## src/rtl/traffic_pkg.sv

```systemverilog
// Light codes and pedestrian phase encoding shared between the vehicle
// traffic-light FSM and the pedestrian crossing controller.
package traffic_pkg;

    localparam logic [2:0] LIGHT_RED    = 3'b100;
    localparam logic [2:0] LIGHT_YELLOW = 3'b010;
    localparam logic [2:0] LIGHT_GREEN  = 3'b001;

    typedef enum logic [1:0] {
        IDLE  = 2'd0,
        WALK  = 2'd1,
        FLASH = 2'd2
    } ped_state_e;

    function automatic logic is_legal_light(input logic [2:0] code);
        return (code == LIGHT_RED) || (code == LIGHT_YELLOW) || (code == LIGHT_GREEN);
    endfunction

endpackage

```

## src/rtl/ped_signal_ctrl.sv

```systemverilog
// Pedestrian crossing controller: grants WALK on a fresh vehicle Red when a
// request is latched, follows it with a flashing clearance, else DONT_WALK.
module ped_signal_ctrl
    import traffic_pkg::*;
#(
    parameter int WALK_CYCLES  = 8,
    parameter int FLASH_CYCLES = 4,
    parameter int CNT_W        = 4
) (
    input  logic             clk,
    input  logic             rst,
    input  logic [2:0]       light,
    input  logic             ped_btn,
    output logic             walk,
    output logic             dont_walk,
    output logic [CNT_W-1:0] countdown,
    output logic             req_pending,
    output logic             light_err
);

    localparam logic [CNT_W-1:0] WALK_LOAD  = CNT_W'(WALK_CYCLES - 1);
    localparam logic [CNT_W-1:0] FLASH_LOAD = CNT_W'(FLASH_CYCLES - 1);
    localparam logic [CNT_W-1:0] CNT_ONE    = CNT_W'(1);

    ped_state_e       state_q;
    logic [2:0]       prev_light_q;
    logic             walk_q;
    logic             dont_walk_q;
    logic [CNT_W-1:0] countdown_q;
    logic             req_pending_q;
    logic             light_err_q;

    logic light_legal_d;
    logic light_red_d;
    logic red_entry_d;
    logic req_eff_d;

    always_comb begin
        light_legal_d = is_legal_light(light);
        light_red_d   = (light == LIGHT_RED);
        red_entry_d   = light_red_d && (prev_light_q != LIGHT_RED);
        req_eff_d     = req_pending_q | ped_btn;
    end

    always_ff @(posedge clk or posedge rst) begin
        if (rst) begin
            state_q       <= IDLE;
            prev_light_q  <= LIGHT_RED;
            walk_q        <= 1'b0;
            dont_walk_q   <= 1'b1;
            countdown_q   <= '0;
            req_pending_q <= 1'b0;
            light_err_q   <= 1'b0;
        end else begin
            prev_light_q <= light;
            light_err_q  <= ~light_legal_d;

            case (state_q)
                IDLE: begin
                    walk_q      <= 1'b0;
                    dont_walk_q <= 1'b1;
                    countdown_q <= '0;
                    if (red_entry_d && req_eff_d && light_legal_d) begin
                        // The press that opens WALK is consumed, not latched.
                        state_q       <= WALK;
                        walk_q        <= 1'b1;
                        dont_walk_q   <= 1'b0;
                        countdown_q   <= WALK_LOAD;
                        req_pending_q <= 1'b0;
                    end else if (ped_btn) begin
                        req_pending_q <= 1'b1;
                    end
                end

                WALK: begin
                    if (!light_red_d) begin
                        state_q     <= IDLE;
                        walk_q      <= 1'b0;
                        dont_walk_q <= 1'b1;
                        countdown_q <= '0;
                    end else if (countdown_q == '0) begin
                        state_q     <= FLASH;
                        walk_q      <= 1'b0;
                        dont_walk_q <= 1'b1;
                        countdown_q <= FLASH_LOAD;
                    end else begin
                        countdown_q <= countdown_q - CNT_ONE;
                    end
                end

                FLASH: begin
                    // Requests made during clearance wait for the next Red.
                    if (ped_btn) begin
                        req_pending_q <= 1'b1;
                    end
                    walk_q <= 1'b0;
                    if (!light_red_d || (countdown_q == '0)) begin
                        state_q     <= IDLE;
                        dont_walk_q <= 1'b1;
                        countdown_q <= '0;
                    end else begin
                        dont_walk_q <= ~dont_walk_q;
                        countdown_q <= countdown_q - CNT_ONE;
                    end
                end

                default: begin
                    state_q     <= IDLE;
                    walk_q      <= 1'b0;
                    dont_walk_q <= 1'b1;
                    countdown_q <= '0;
                end
            endcase
        end
    end

    assign walk        = walk_q;
    assign dont_walk   = dont_walk_q;
    assign countdown   = countdown_q;
    assign req_pending = req_pending_q;
    assign light_err   = light_err_q;

endmodule

```

## config.mk

```make
export PLATFORM = sky130hd
export DESIGN_NAME = ped_signal_ctrl
export DESIGN_NICKNAME = d
export VERILOG_FILES = /design/src/rtl/traffic_pkg.sv /design/src/rtl/ped_signal_ctrl.sv
export SDC_FILE = /design/constraint.sdc
export NUM_CORES = 1
export LEC_CHECK = 0
export ABC_AREA = 1
export BUFFER_PORTS_ARGS = -buffer_cell sky130_fd_sc_hd__buf_4
export CORE_ASPECT_RATIO = 1.25
export CORE_MARGIN = 3
export CORE_UTILIZATION = 40
export DETAILED_ROUTE_END_ITERATION = 8
export PLACE_DENSITY = 0.68
export SYNTH_ARGS = -nofsm -noshare
export SYNTH_HDL_FRONTEND = slang
export SYNTH_SLANG_ARGS = --single-unit
```

## constraint.sdc

```tcl
create_clock -name clk -period 1.7 [get_ports clk]
set_clock_uncertainty 0.1 [all_clocks]
set_input_delay 0.255 -clock clk [delete_from_list [all_inputs] [get_ports clk]]
set_output_delay 0.255 -clock clk [all_outputs]
set_load 0.005 [all_outputs]
```

# [Yosys cells after proc, flatten, opt, wreduce, memory -nomap -nowiden]
# Index checks and enable logic that the tools add are counted.
[op_classes] reduce_logical=11 muxes=22 bitwise_logic=3 n_eq_ne=9 n_addsub=1
[op_table] op="4-bit two-way mux" count=3
[op_table] op="4-bit one-hot mux with 3 select lines" count=1
[op_table] op="1-bit two-way mux" count=9
[op_table] op="2-bit two-way mux" count=4
[op_table] op="3-bit != test, second input constant" count=2
[op_table] op="2-bit one-hot mux with 3 select lines" count=1
[op_table] op="4-bit logical NOT" count=1
[op_table] op="2-bit != test, second input constant" count=2
[op_table] op="1-bit one-hot mux with 2 select lines" count=2
[op_table] op="4-bit by 1-bit subtractor with 4-bit output, second input constant" count=1
[op_table] op="3-bit by 1-bit equality test with 1-bit output, second input constant" count=1
[op_table] op="3-bit by 2-bit equality test with 1-bit output, second input constant" count=1
[op_table] op="3-bit equality test, second input constant" count=1
[op_table] op="1-bit logical AND" count=3
[op_table] op="1-bit logical OR" count=3
[op_table] op="3-bit two-way mux" count=1
[op_table] op="1-bit one-hot mux with 3 select lines" count=1
[op_table] op="3-bit AND reduction" count=1
[op_table] op="2-bit by 1-bit equality test with 1-bit output, second input constant" count=1
[op_table] op="2-bit equality test, second input constant" count=1
[op_table] op="2-bit logical NOT" count=1
[op_table] op="1-bit inverter" count=2
[op_table] op="2-bit nonzero test" count=1
[op_table] op="1-bit logical NOT" count=1
[op_table] op="1-bit bitwise OR" count=1
[totals] register_bits=13 in_bits=6 out_inout_bits=8 wordCells=53

# [Longest topological paths before layout]
[depth] ltp_word=6 depth_mapped=7 mapped_depth_nobuf=7

# [Worst setup path before layout]
# OpenSTA, ideal clock, no wires.
[synth_path] path_type="reg2reg" start="register countdown_q[0], in the netlist countdown[0]" end="register countdown_q[2], in the netlist countdown[2]" arrival_time_ns=1.039 setup_slack_ns=0.434 period_less_slack_ns=1.266 setup_ns=0.126 n_path_buf=0 required_ns=1.474 path_stages_with_launch=8 cell_sequence="dfrtp_1 inv_1 ha_1 nand2_1 nor2_1 nor2_1 nand3_1 nand3_1"
[synth_between] elab_chain_len=4 elab_cells_between_ends=7 cone_classes="add/sub: 1; mux: 4; reduce/logical: 2"
[synth_lines] item="from (decl)" line_no="ped_signal_ctrl.sv:29" text="logic [CNT_W-1:0] countdown_q;"
[synth_lines] item="from (signal assigned)" line_no="ped_signal_ctrl.sv:87" text="countdown_q <= countdown_q - CNT_ONE;"
[synth_lines] item="from (signal assigned)" line_no="ped_signal_ctrl.sv:103" text="countdown_q <= countdown_q - CNT_ONE;"
[synth_lines] item="4-bit by 1-bit subtractor with 4-bit output / 4-bit logical NOT (equally long branches)"
[synth_lines] item="4-bit two-way mux / 1-bit logical OR (equally long branches)" line_no="ped_signal_ctrl.sv:81, ped_signal_ctrl.sv:97"
[synth_lines] item="4-bit two-way mux, on equally long branches" line_no="ped_signal_ctrl.sv:76, ped_signal_ctrl.sv:97"
[synth_lines] item="4-bit one-hot mux with 3 select lines (*)" line_no="ped_signal_ctrl.sv:58" text="case (state_q)"
# Mark *: on every way between the ends. The rest lies on a longest branch, timed or not.
# A chain may end at the register's enable or synchronous reset.

# [Worst setup path after layout]
[layout_path] start="input light[2]" end="register dont_walk_q, in the netlist dont_walk"
[layout_between] elab_chain_len=6 elab_cells_between_ends=15 cone_classes="eq/ne: 4; mux: 4; reduce/logical: 7"
[layout_lines] item="from (decl)" line_no="ped_signal_ctrl.sv:12" text="input logic [2:0] light,"
[layout_lines] item="3-bit equality test / 3-bit by 2-bit equality test with 1-bit output (equally long branches)" line_no="traffic_pkg.sv:16, ped_signal_ctrl.sv:40"
[layout_lines] item="1-bit logical AND / 1-bit logical OR (equally long branches)" line_no="ped_signal_ctrl.sv:41, traffic_pkg.sv:16"
[layout_lines] item="1-bit logical AND / 1-bit logical OR (equally long branches)" line_no="ped_signal_ctrl.sv:63, traffic_pkg.sv:16"
[layout_lines] item="1-bit logical AND" line_no="ped_signal_ctrl.sv:63" text="if (red_entry_d && req_eff_d && light_legal_d) begin"
[layout_lines] item="1-bit two-way mux" line_no="ped_signal_ctrl.sv:63"
[layout_lines] item="1-bit one-hot mux with 3 select lines" line_no="ped_signal_ctrl.sv:58"
[layout_lines] item="to (signal assigned)" line_no="ped_signal_ctrl.sv:102" text="dont_walk_q <= ~dont_walk_q;"
[layout_lines] item="to (decl)" line_no="ped_signal_ctrl.sv:28" text="logic dont_walk_q;"
# Parallel ways exist; a longest one is shown, timed or not.

==> run metrics <==
placed insts 107; Worst Path Arrival 1.52 ns; first-pass iteration count of the detailed router 4; DIE AREA 2190 um2; Ports 14; fmax about 710 MHz; critical path type in -> reg; Synth Register Bits 13; Post-Syn Area per Cell around 8.6 um2; CORE AREA 1460 um2; Worst setup EP type flop; Max-slew headroom 0.676; Final period util 0.828; Layout area overhead 24.9%; Total Power 0.612 mW; Die H between 50 and 60 um; clock root buffer master clkbuf_4; largest net degree at the start of global routing 14; class of the worst hold path in -> reg; hpwl dp 933 um; Pins Over Slew Limit 0; Final min period 1.41 ns; Multi-input gate area 284 um2; Mapped Area 664 um2; share of cells above drive strength 1 0.323; Hold WS 0.0143 ns; antenna viol nets, final 0; adder-cell share of the synthesized area 0.0377; Synth top area share 0.414; Seq/Total Area, Yosys 0.493; Num Clock Sinks 13; Yosys cell types 16; DR DRC count 0; critical path peak fanout 6; post-route insts no fill 113; mux contribution to synthesized area 0; max-cap violations 0; clk buf depth 2; status completed; post-cts sizing count 0; H-tree Lvls 1; initial core utilization 0.454; vias in the first global route 509; top cell type by total area after synthesis dfrtp_1; Clock Latency Late Sink 0.27 ns; worst path cell trace dlygate4sd3_1 -> buf_4 -> inv_1 -> nor2_4 -> nand4_2 -> nand3_1 -> nand2_1; CP startpoint light[2]; Buf/Inv on CP 3; largest cells by area after synthesis dfrtp_1 (41%), dfstp_2 (7.9%), nand2_1 (7.3%), inv_1 (6.2%), nand3_1 (5.3%); Worst Max-Slew Pin Slew 0.485 ns; global-route wire length before repair 2130 um; IO Port Bufs 13; RSZ-0062 raised after global routing false; peak supply drop 0.000559 V; Final Hold Vio Count 0; routed vias/inst ~4.7; total wire length 1230 um; P_leak 0.426 nW; largest family of logic cells by synthesized area simple AND/OR/NAND/NOR gates; FF-to-FF path depth 7; delay-heaviest family, CP buffers and inverters; # nets final 105; clk slew on worst S/H paths 0.07 ns; pwr dens 738 nW/um2; Simple-Gate Fraction of Synth Area 0.311; CTS Buf Count 3; fillers approximately 130; Worst path depth 7; Antenna Cells 0; routability congestion estimate around 0.84; global route overflow 0; syn_nets 85; CTS tree done; Die X 42.5 um; CP max-delay cell dlygate4sd3_1; antenna violations before repair 0; R2R Setup Slk 0.32 ns; xor-xnor portion of the synthesized cell area 0.0264; Data required, critical path between 1.5 and 2 ns; Slowest Stage Delay on Critical Path 0.54 ns; TNS Setup 0 ns; Worst Setup EP dont_walk; final setup violation count 0; Gate Count Post-Synth 77; Yosys Warn Count 0; Iteration-0 DRC Markers 11; crit start category input pin; vias 533; commonest non-fill, non-tap cells in the layout nand2_1 (13), buf_4 (13), inv_1 (11), dfrtp_1 (11); Synth Area in Compound Gates 0.0527; reg-to-reg endpoint countdown[2]; placement row count 15; register area approximately 330 um2; WL/cell between 10 and 15 um; reg2reg start countdown[0]; Total Routing Usage GR 0.128
area by class of cell:
cell class,count,share of cell area
inverters,14,0.0633
flip-flops and latches,13,0.395
well taps,17,0.0256
clock buffers,4,0.0317
multi-input cells,50,0.342
repair buffers,15,0.142
state kept, by name, indices dropped and copies added (netlist names):
name and flops:
countdown 4, dont_walk 1, light_err 1, prev_light_q 3
req_pending 1, state_q 2, walk 1
synth_stat cells:
| cell type | instances |
|---|---|
| nor2_2 | 2 |
| nand2_2 | 4 |
| dfrtp_1 | 11 |
| nor2_1 | 7 |
| o21ai_0 | 5 |
| inv_1 | 11 |
| ha_1 | 2 |
| dfstp_2 | 2 |
| nand2_1 | 13 |
| inv_2 | 3 |
| nand4_2 | 1 |
| nand4_1 | 2 |
| xor2_1 | 2 |
| a21oi_1 | 2 |
| nor2_4 | 3 |
| nand3_1 | 7 |
worst min path at each step:
stage	start	endpoint	slack [ns]	cells after the start
global placement	rst	countdown[2]	0.21	2
global route	light[1]	prev_light_q[1]	0.006	1
CTS	light[1]	prev_light_q[1]	0.007	1
detailed placement	rst	countdown[2]	0.21	2
finish	light[1]	prev_light_q[1]	0.01	1
floorplan	rst	countdown[0]	0.03	1
stage by stage:
step | area [um2] | util | setup WS (ns)
after floorplan | 664 | - | 0.434
after global placement | 783 | 0.535 | 0.406
after detailed placement | 783 | 0.535 | 0.343
final | 830 | 0.567 | 0.292
after global routing | 830 | 0.567 | 0.196
after CTS | 830 | 0.567 | 0.300
power by group:
| part | total (mW) | internal, mW | switching [mW] |
|---|---|---|---|
| clock | 0.188 | 0.0909 | 0.0970 |
| sequential | 0.334 | 0.325 | 0.00824 |
| combinational | 0.0910 | 0.0399 | 0.0511 |
| total | 0.612 | 0.456 | 0.156 |
worst register-to-register path, cell delays in order, from the launching register on:
cell and delay [ns]:
dfrtp_1 0.38, inv_1 0.13, ha_1 0.19, nand2_1 0.06, nor2_1 0.18, nor2_1 0.09
nand3_1 0.08, nand3_1 0.07
per-layer routing:
metal / GRT usage / vias up / wire (um)
li1: - / 277 / -
met1: 0.161 / 239 / 528
met2: 0.213 / 13 / 630
met3: 0.0208 / 4 / 52
met4: 0.0622 / 0 / 21
met5: 0 / - / 0
kinds of logic (layout without fill, tap and decap cells):
group,after synthesis,in the layout
XOR/XNOR,2,2
AND/OR/NAND/NOR,39,39
flip-flops,13,13
adder cells (fa/ha/maj),2,2
AO/OA/AOI/OAI,7,7
buffers and inverters,14,33
timing repair:
action,4_1_cts,5_1_grt
hold endpoints to repair,12,0
setup buffers,0,0
hold buffers,2,0
Note: power is estimated with default switching activity, not from simulation.
